### config.mk
export PLATFORM = sky130hd
export DESIGN_NAME = regfile_sb_flat
export DESIGN_NICKNAME = d
export VERILOG_FILES = /design/src/rtl/regfile_sb_if.sv /design/src/rtl/regfile_sb.sv /design/src/flat_wrapper.sv
export SDC_FILE = /design/constraint.sdc
export NUM_CORES = 1
export LEC_CHECK = 0
export CELL_PAD_IN_SITES_DETAIL_PLACEMENT = 0
export CELL_PAD_IN_SITES_GLOBAL_PLACEMENT = 1
export CORE_UTILIZATION = 52
export DETAILED_ROUTE_END_ITERATION = 16
export PLACE_DENSITY_LB_ADDON = 0.1
export SYNTH_ARGS = -nofsm -noshare
export SYNTH_HDL_FRONTEND = slang
export SYNTH_SLANG_ARGS = --single-unit
### constraint.sdc
create_clock -name clk -period 22.3 [get_ports clk]
set_input_delay 3.345 -clock clk [delete_from_list [all_inputs] [get_ports clk]]
set_output_delay 3.345 -clock clk [all_outputs]
set_load 0.01 [all_outputs]
### src/rtl/regfile_sb_if.sv
// Bundle of the regfile_sb read, issue and write-back signals.
// The master modport drives addresses/enables; the slave modport is the register file.
interface regfile_sb_if #(
  parameter int DATA_W = 32,
  parameter int ADDR_W = 4
);
  logic [ADDR_W-1:0] rs;
  logic [ADDR_W-1:0] rt;
  logic [DATA_W-1:0] A;
  logic [DATA_W-1:0] B;
  logic              rs_busy;
  logic              rt_busy;
  logic              iss_en;
  logic [ADDR_W-1:0] iss_addr;
  logic              reg_write;
  logic [ADDR_W-1:0] rd;
  logic [DATA_W-1:0] write_data;
  logic [ADDR_W:0]   pend_cnt;
  logic              iss_dup;

  modport master (
    output rs, rt, iss_en, iss_addr, reg_write, rd, write_data,
    input  A, B, rs_busy, rt_busy, pend_cnt, iss_dup
  );

  modport slave (
    input  rs, rt, iss_en, iss_addr, reg_write, rd, write_data,
    output A, B, rs_busy, rt_busy, pend_cnt, iss_dup
  );
endinterface

### src/rtl/regfile_sb.sv
// Register file with per-register pending (scoreboard) bits, two combinational read ports.
// Optional macro RF_BYPASS_EN forwards same-cycle write-back data and busy clears to the read ports.
module regfile_sb #(
  parameter int DATA_W   = 32,
  parameter int ADDR_W   = 4,
  parameter int ZERO_REG = 1
) (
  input  logic        clk,
  input  logic        rst,
  regfile_sb_if.slave rf
);
  localparam int DEPTH = 2 ** ADDR_W;

  logic [DATA_W-1:0] reg_file_reg [DEPTH];
  logic [DEPTH-1:0]  busy_reg;
  logic [DEPTH-1:0]  busy_next;
  logic [DEPTH-1:0]  wr_hit;
  logic [DEPTH-1:0]  iss_hit;
  logic [ADDR_W:0]   pend_cnt_reg;
  logic [ADDR_W:0]   pend_cnt_next;
  logic              iss_dup_reg;
  logic              wr_ok;
  logic              iss_ok;

  // Register 0 swallows writes and issues when it is hardwired to zero.
  assign wr_ok  = rf.reg_write && !((ZERO_REG != 0) && (rf.rd == '0));
  assign iss_ok = rf.iss_en && !((ZERO_REG != 0) && (rf.iss_addr == '0));

  generate
    for (genvar gi = 0; gi < DEPTH; gi++) begin : g_busy
      assign wr_hit[gi]    = wr_ok && (rf.rd == ADDR_W'(gi));
      assign iss_hit[gi]   = iss_ok && (rf.iss_addr == ADDR_W'(gi));
      // Issue wins over a same-address write-back: the new producer is still in flight.
      assign busy_next[gi] = iss_hit[gi] | (busy_reg[gi] & ~wr_hit[gi]);
    end
  endgenerate

  always_comb begin
    pend_cnt_next = '0;
    for (int i = 0; i < DEPTH; i++) begin
      pend_cnt_next = pend_cnt_next + (ADDR_W + 1)'(busy_next[i]);
    end
  end

  always_ff @(posedge clk or posedge rst) begin
    if (rst) begin
      busy_reg     <= '0;
      pend_cnt_reg <= '0;
      iss_dup_reg  <= 1'b0;
      for (int i = 0; i < DEPTH; i++) begin
        reg_file_reg[i] <= '0;
      end
    end else begin
      busy_reg     <= busy_next;
      pend_cnt_reg <= pend_cnt_next;
      if (iss_ok && busy_reg[rf.iss_addr]) begin
        iss_dup_reg <= 1'b1;
      end
      if (wr_ok) begin
        reg_file_reg[rf.rd] <= rf.write_data;
      end
    end
  end

  generate
    for (genvar gi = 0; gi < 2; gi++) begin : g_rd
      logic [ADDR_W-1:0] raddr;
      logic [DATA_W-1:0] data;
      logic              busy;

      assign raddr = (gi == 0) ? rf.rs : rf.rt;

      always_comb begin
        data = reg_file_reg[raddr];
        busy = busy_reg[raddr];
`ifdef RF_BYPASS_EN
        if (wr_ok && (rf.rd == raddr)) begin
          data = rf.write_data;
          busy = iss_ok && (rf.iss_addr == raddr);
        end
`endif
        if ((ZERO_REG != 0) && (raddr == '0)) begin
          data = '0;
          busy = 1'b0;
        end
      end
    end
  endgenerate

  assign rf.A        = g_rd[0].data;
  assign rf.B        = g_rd[1].data;
  assign rf.rs_busy  = g_rd[0].busy;
  assign rf.rt_busy  = g_rd[1].busy;
  assign rf.pend_cnt = pend_cnt_reg;
  assign rf.iss_dup  = iss_dup_reg;
endmodule

### src/flat_wrapper.sv
// flat-port wrapper written by rule: the top's interface ports become plain ports
module regfile_sb_flat 
#(
  parameter int DATA_W   = 32,
  parameter int ADDR_W   = 4,
  parameter int ZERO_REG = 1
)
  (clk, rst, rf_rs, rf_rt, rf_iss_en, rf_iss_addr, rf_reg_write, rf_rd, rf_write_data, rf_A, rf_B, rf_rs_busy, rf_rt_busy, rf_pend_cnt, rf_iss_dup);
  regfile_sb_if #(.DATA_W(DATA_W), .ADDR_W(ADDR_W)) rf_i ();
  input  logic clk;
  input  logic rst;
  input wire logic [$bits(rf_i.rs)-1:0] rf_rs;
  input wire logic [$bits(rf_i.rt)-1:0] rf_rt;
  input wire logic [$bits(rf_i.iss_en)-1:0] rf_iss_en;
  input wire logic [$bits(rf_i.iss_addr)-1:0] rf_iss_addr;
  input wire logic [$bits(rf_i.reg_write)-1:0] rf_reg_write;
  input wire logic [$bits(rf_i.rd)-1:0] rf_rd;
  input wire logic [$bits(rf_i.write_data)-1:0] rf_write_data;
  output wire logic [$bits(rf_i.A)-1:0] rf_A;
  output wire logic [$bits(rf_i.B)-1:0] rf_B;
  output wire logic [$bits(rf_i.rs_busy)-1:0] rf_rs_busy;
  output wire logic [$bits(rf_i.rt_busy)-1:0] rf_rt_busy;
  output wire logic [$bits(rf_i.pend_cnt)-1:0] rf_pend_cnt;
  output wire logic [$bits(rf_i.iss_dup)-1:0] rf_iss_dup;
  assign rf_i.rs = rf_rs;
  assign rf_i.rt = rf_rt;
  assign rf_i.iss_en = rf_iss_en;
  assign rf_i.iss_addr = rf_iss_addr;
  assign rf_i.reg_write = rf_reg_write;
  assign rf_i.rd = rf_rd;
  assign rf_i.write_data = rf_write_data;
  assign rf_A = rf_i.A;
  assign rf_B = rf_i.B;
  assign rf_rs_busy = rf_i.rs_busy;
  assign rf_rt_busy = rf_i.rt_busy;
  assign rf_pend_cnt = rf_i.pend_cnt;
  assign rf_iss_dup = rf_i.iss_dup;
  regfile_sb #(.DATA_W(DATA_W), .ADDR_W(ADDR_W), .ZERO_REG(ZERO_REG)) u_core (.clk(clk), .rst(rst), .rf(rf_i));
endmodule
==> run summary <==
The register bit count reported by yosys is 502. The number of antenna violations at the first check in global routing came out at 2. The number of cells after detailed placement is 2,466. The path with the worst hold slack has its endpoint at u_core.busy_reg[0].

The detailed router finished its first iteration with 1,335 violations. The endpoint kind of the worst setup timing path is an output port. The final hold violation count came out at 0. Clock tree synthesis selected as its root buffer the cell sky130_fd_sc_hd__clkbuf_16.

The number of clock buffers added by TritonCTS is 55. The final global-route overflow total is 0. The number of library cell types mapped by synthesis is 43. Setup repair after global routing left no endpoint under its margin. The final routed DRC violation total came out at 0. The final worst setup slack is 11,980 ps. The cell area after layout came out at 30,500 um^2. The top achievable clock speed came out at 96.9 MHz.

The average vias per placed instance is 6.69. The cell type with the largest total area after synthesis is sky130_fd_sc_hd__dfrtp_1. The transition at the pin with the smallest max-transition slack came out at 1210 ps. For this run, global-route usage on met3 was measured as 3.84%. The synthesized instance count came out at 1,825. TritonCTS built the clock tree. The most utilized layer in the global route result is met2. The die covers 53,400 um^2. The global routing usage on met1 is 40.4%. The area growth from synthesis to layout came out at 11.7%. The count of cells along the worst hold path is 0.

The register cell area after layout came out at 12,600 um^2. The share of final-layout standard cells stronger than drive strength 1 came out at 46.6%. In this run the cell area of the synthesized design comes to 27,300 um^2. The number of top-level pins came out at 124.

The routed wire length per instance came out at 28.5 um. The via count came out at 17.1k. By area the synthesized netlist is led by sky130_fd_sc_hd__dfrtp_1 46%, sky130_fd_sc_hd__mux2_2 22%, sky130_fd_sc_hd__mux4_2 15%.

By startpoint and endpoint, the worst setup path is classified as in -> out. The global-route wire length before repair is 113 mm. The number of detailed-routing iterations run before antenna repair is 5. The initialized floorplan defines 83 standard-cell rows. Sorting the synthesized cells by how often they occur yields 539 x sky130_fd_sc_hd__mux2_2, 502 x sky130_fd_sc_hd__dfrtp_1, 182 x sky130_fd_sc_hd__mux4_2.

The fraction of post-synthesis cell area in the top cell type by area is 46.1%. The multi-input combinational cells in the finished layout cover a total of 13,600 um^2. Once layout is complete, the cells apart from fillers number 2,562. The relative slew slack came out at 19.4%. The clock period minus worst slack came out at 10,320 ps. The height of the die is 231 um. The per-instance average area after synthesis came out at 14.9 um^2. The maximum ir drop on the vdd rail came out at 0.0567 mV. In this run the horizontal extent of the chip is 231 um.

The clock net sink count is 502. The final-report max-slew violation count is 0. The post-CTS setup buffer count is 0. The flow ran to the end, and the final reports show no timing, DRC or antenna violations. The number of buffers added to fix hold violations after cts came out at 0. The aggregate negative setup slack came out at 0 ps. By instance count, the leading cell after synthesis is sky130_fd_sc_hd__mux2_2. Wires add up to 72.9 mm.

The number of gates resized after CTS was 0. The standard cell area after detailed placement came out at 28,600 um^2. Once detail routing completed, the nets flagged for antenna violations numbered 0. The number of enable flip-flop cells after synthesis came out at 0. The number of nets produced by synthesis is 1,892. For this design the static power due to leakage is 12.6 nW. No sink is reached through more buffers than the 3 on the longest clock path. The internal reg-to-reg setup slack came out at 18,200 ps. The path class of the tightest hold or removal check is reg -> reg.

The clock slew at the register clock pins of the worst setup and hold paths came out at 60 ps. The last weighted congestion value of the routability-driven placer is 0.779. Counting cells, the worst reg-to-reg path comes to 15. The maximum number of pins on one net before global-route repair is 110. After the last flow step, the layout net total stands at 1,910. The total area inside the core boundary comes to 51,600 um^2. Clock skew on the completed layout was measured at 9.03 ps. The total of endpoints with negative setup slack in the final report is 0. The proportion of synthesized flip-flops having asynchronous set or reset is 100%. The final worst-path cycle share came out at 46.3%. The worst path required time is 18,950 ps. The fill cell total of the finished layout came out at 4,070. The initial cell density of the core came out at 52.8%.

For this design the ratio of total power to cell area is 98.5 nW/um^2. The proportion of synthesized chip area in sequential cells came out at 46.1%. The clock reaches the later pin of the worst-skew pair after 620 ps.

Once layout is complete, the utilization of the core stands at 59.0%. The startpoint of the tightest hold check path is u_core.busy_reg[0]. In this run the critical register-to-register path is captured at u_core.rf.pend_cnt[4]. The startpoint identified for the worst register-to-register timing path is u_core.busy_reg[1]. The post-detailed-placement half-perimeter wirelength is 39.1 mm. STA classifies the critical path startpoint as an input pin.

Timing analysis after detailed placement gives a worst setup slack of 11,890 ps. The leading register cell type out of synthesis is sky130_fd_sc_hd__dfrtp_1. The H-tree generated during clock tree synthesis spans 2 levels. The number of max-cap violations came out at 0. The number of global-route vias before repair is 18.0k. The maximum net fanout on the critical path is 55.

At the worst endpoint, the arrival time is 6980 ps. During placement, the flow inserted port buffers numbering 123. The flip-flop count of the largest register, all copies and words added came out at 480. Yosys printed 0 warnings. The routing usage on met2 is 45.0%. The global-route usage over all layers is 28.2%.
==> per-stage QoR <==
stage,hold slack (ps),power (W)
floorplan,457,0.00185
global placement,426,0.00204
detailed placement,427,0.00208
CTS,441,0.00302
global route,458,0.00315
finish,446,0.00300
==> metal layers <==
metal / up-vias / share of wire [%]
met2: 525 / 48
met3: 112 / 5.1
met4: 2 / 2.3
met5: - / 0.015
met1: 9331 / 45
li1: 7178 / -
==> area by class of cell <==
| type | count | area share (%) |
|---|---|---|
| diodes | 1 | 0.00821 |
| clock buffers | 77 | 5.32 |
| clock inverters | 18 | 0.727 |
| inverters | 17 | 0.234 |
| multi-input cells | 1107 | 44.8 |
| flip-flops and latches | 502 | 41.2 |
| well taps | 680 | 2.79 |
| repair buffers | 160 | 4.91 |
==> cell usage in the layout (no fill, tap or decap), types with 3 or more instances in the layout <==
cell type / synthesis / layout
sky130_fd_sc_hd__mux2_2: 539 / 539
sky130_fd_sc_hd__clkdlybuf4s50_1: 0 / 115
sky130_fd_sc_hd__clkbuf_1: 94 / 8
sky130_fd_sc_hd__dfrtp_1: 502 / 502
sky130_fd_sc_hd__clkbuf_8: 1 / 14
sky130_fd_sc_hd__a221oi_1: 67 / 67
sky130_fd_sc_hd__nand2_2: 4 / 10
sky130_fd_sc_hd__and3b_1: 4 / 4
sky130_fd_sc_hd__mux4_2: 182 / 182
sky130_fd_sc_hd__buf_4: 10 / 41
sky130_fd_sc_hd__clkbuf_16: 0 / 57
sky130_fd_sc_hd__nand2_1: 10 / 4
sky130_fd_sc_hd__fa_1: 10 / 10
sky130_fd_sc_hd__o21ai_0: 3 / 3
sky130_fd_sc_hd__o31ai_1: 67 / 67
sky130_fd_sc_hd__nor2b_4: 0 / 5
sky130_fd_sc_hd__ha_1: 5 / 5
sky130_fd_sc_hd__mux2_1: 7 / 7
sky130_fd_sc_hd__a22oi_1: 75 / 75
sky130_fd_sc_hd__mux4_1: 20 / 20
sky130_fd_sc_hd__bufinv_16: 0 / 5
sky130_fd_sc_hd__clkinv_2: 0 / 11
sky130_fd_sc_hd__a22o_1: 10 / 10
sky130_fd_sc_hd__nor2b_1: 75 / 70
sky130_fd_sc_hd__inv_1: 17 / 16
==> cells by family after synthesis <==
group / Yosys count / synth area share [%]
AND/OR/NAND/NOR: 111 / 2.51
flip-flops: 502 / 46.1
XOR/XNOR: 2 / 0.0642
adder cells (fa/ha/maj): 15 / 0.963
AO/OA/AOI/OAI: 230 / 6.68
buffers and inverters: 216 / 4.20
multiplexers: 749 / 39.5
==> worst max-delay path by stage <==
stage | startpoint | to | cells past startpoint
floorplan | rst | u_core.busy_reg[0] | 1
global placement | rf_rs[0] | rf_A[28] | 7
detailed placement | rf_rs[0] | rf_A[1] | 7
CTS | rf_rs[0] | rf_A[1] | 7
global route | rf_rs[0] | rf_A[8] | 7
finish | rf_rs[0] | rf_A[28] | 7
==> report_power, final <==
group | switching [W] | internal [W] | total [W]
clock | 0.000379 | 0.000560 | 0.000939
combinational | 0.000307 | 0.000474 | 0.000780
sequential | 0.000154 | 0.00113 | 0.00128
total | 0.000839 | 0.00216 | 0.00300
==> worst max-delay path, cell delays in order <==
cell	delay, ps
sky130_fd_sc_hd__clkbuf_8	510
sky130_fd_sc_hd__buf_4	630
sky130_fd_sc_hd__buf_4	860
sky130_fd_sc_hd__mux4_1	650
sky130_fd_sc_hd__a22oi_1	190
sky130_fd_sc_hd__o31ai_1	190
sky130_fd_sc_hd__clkdlybuf4s50_1	540
No activity file was read; power rests on OpenSTA's default activity.
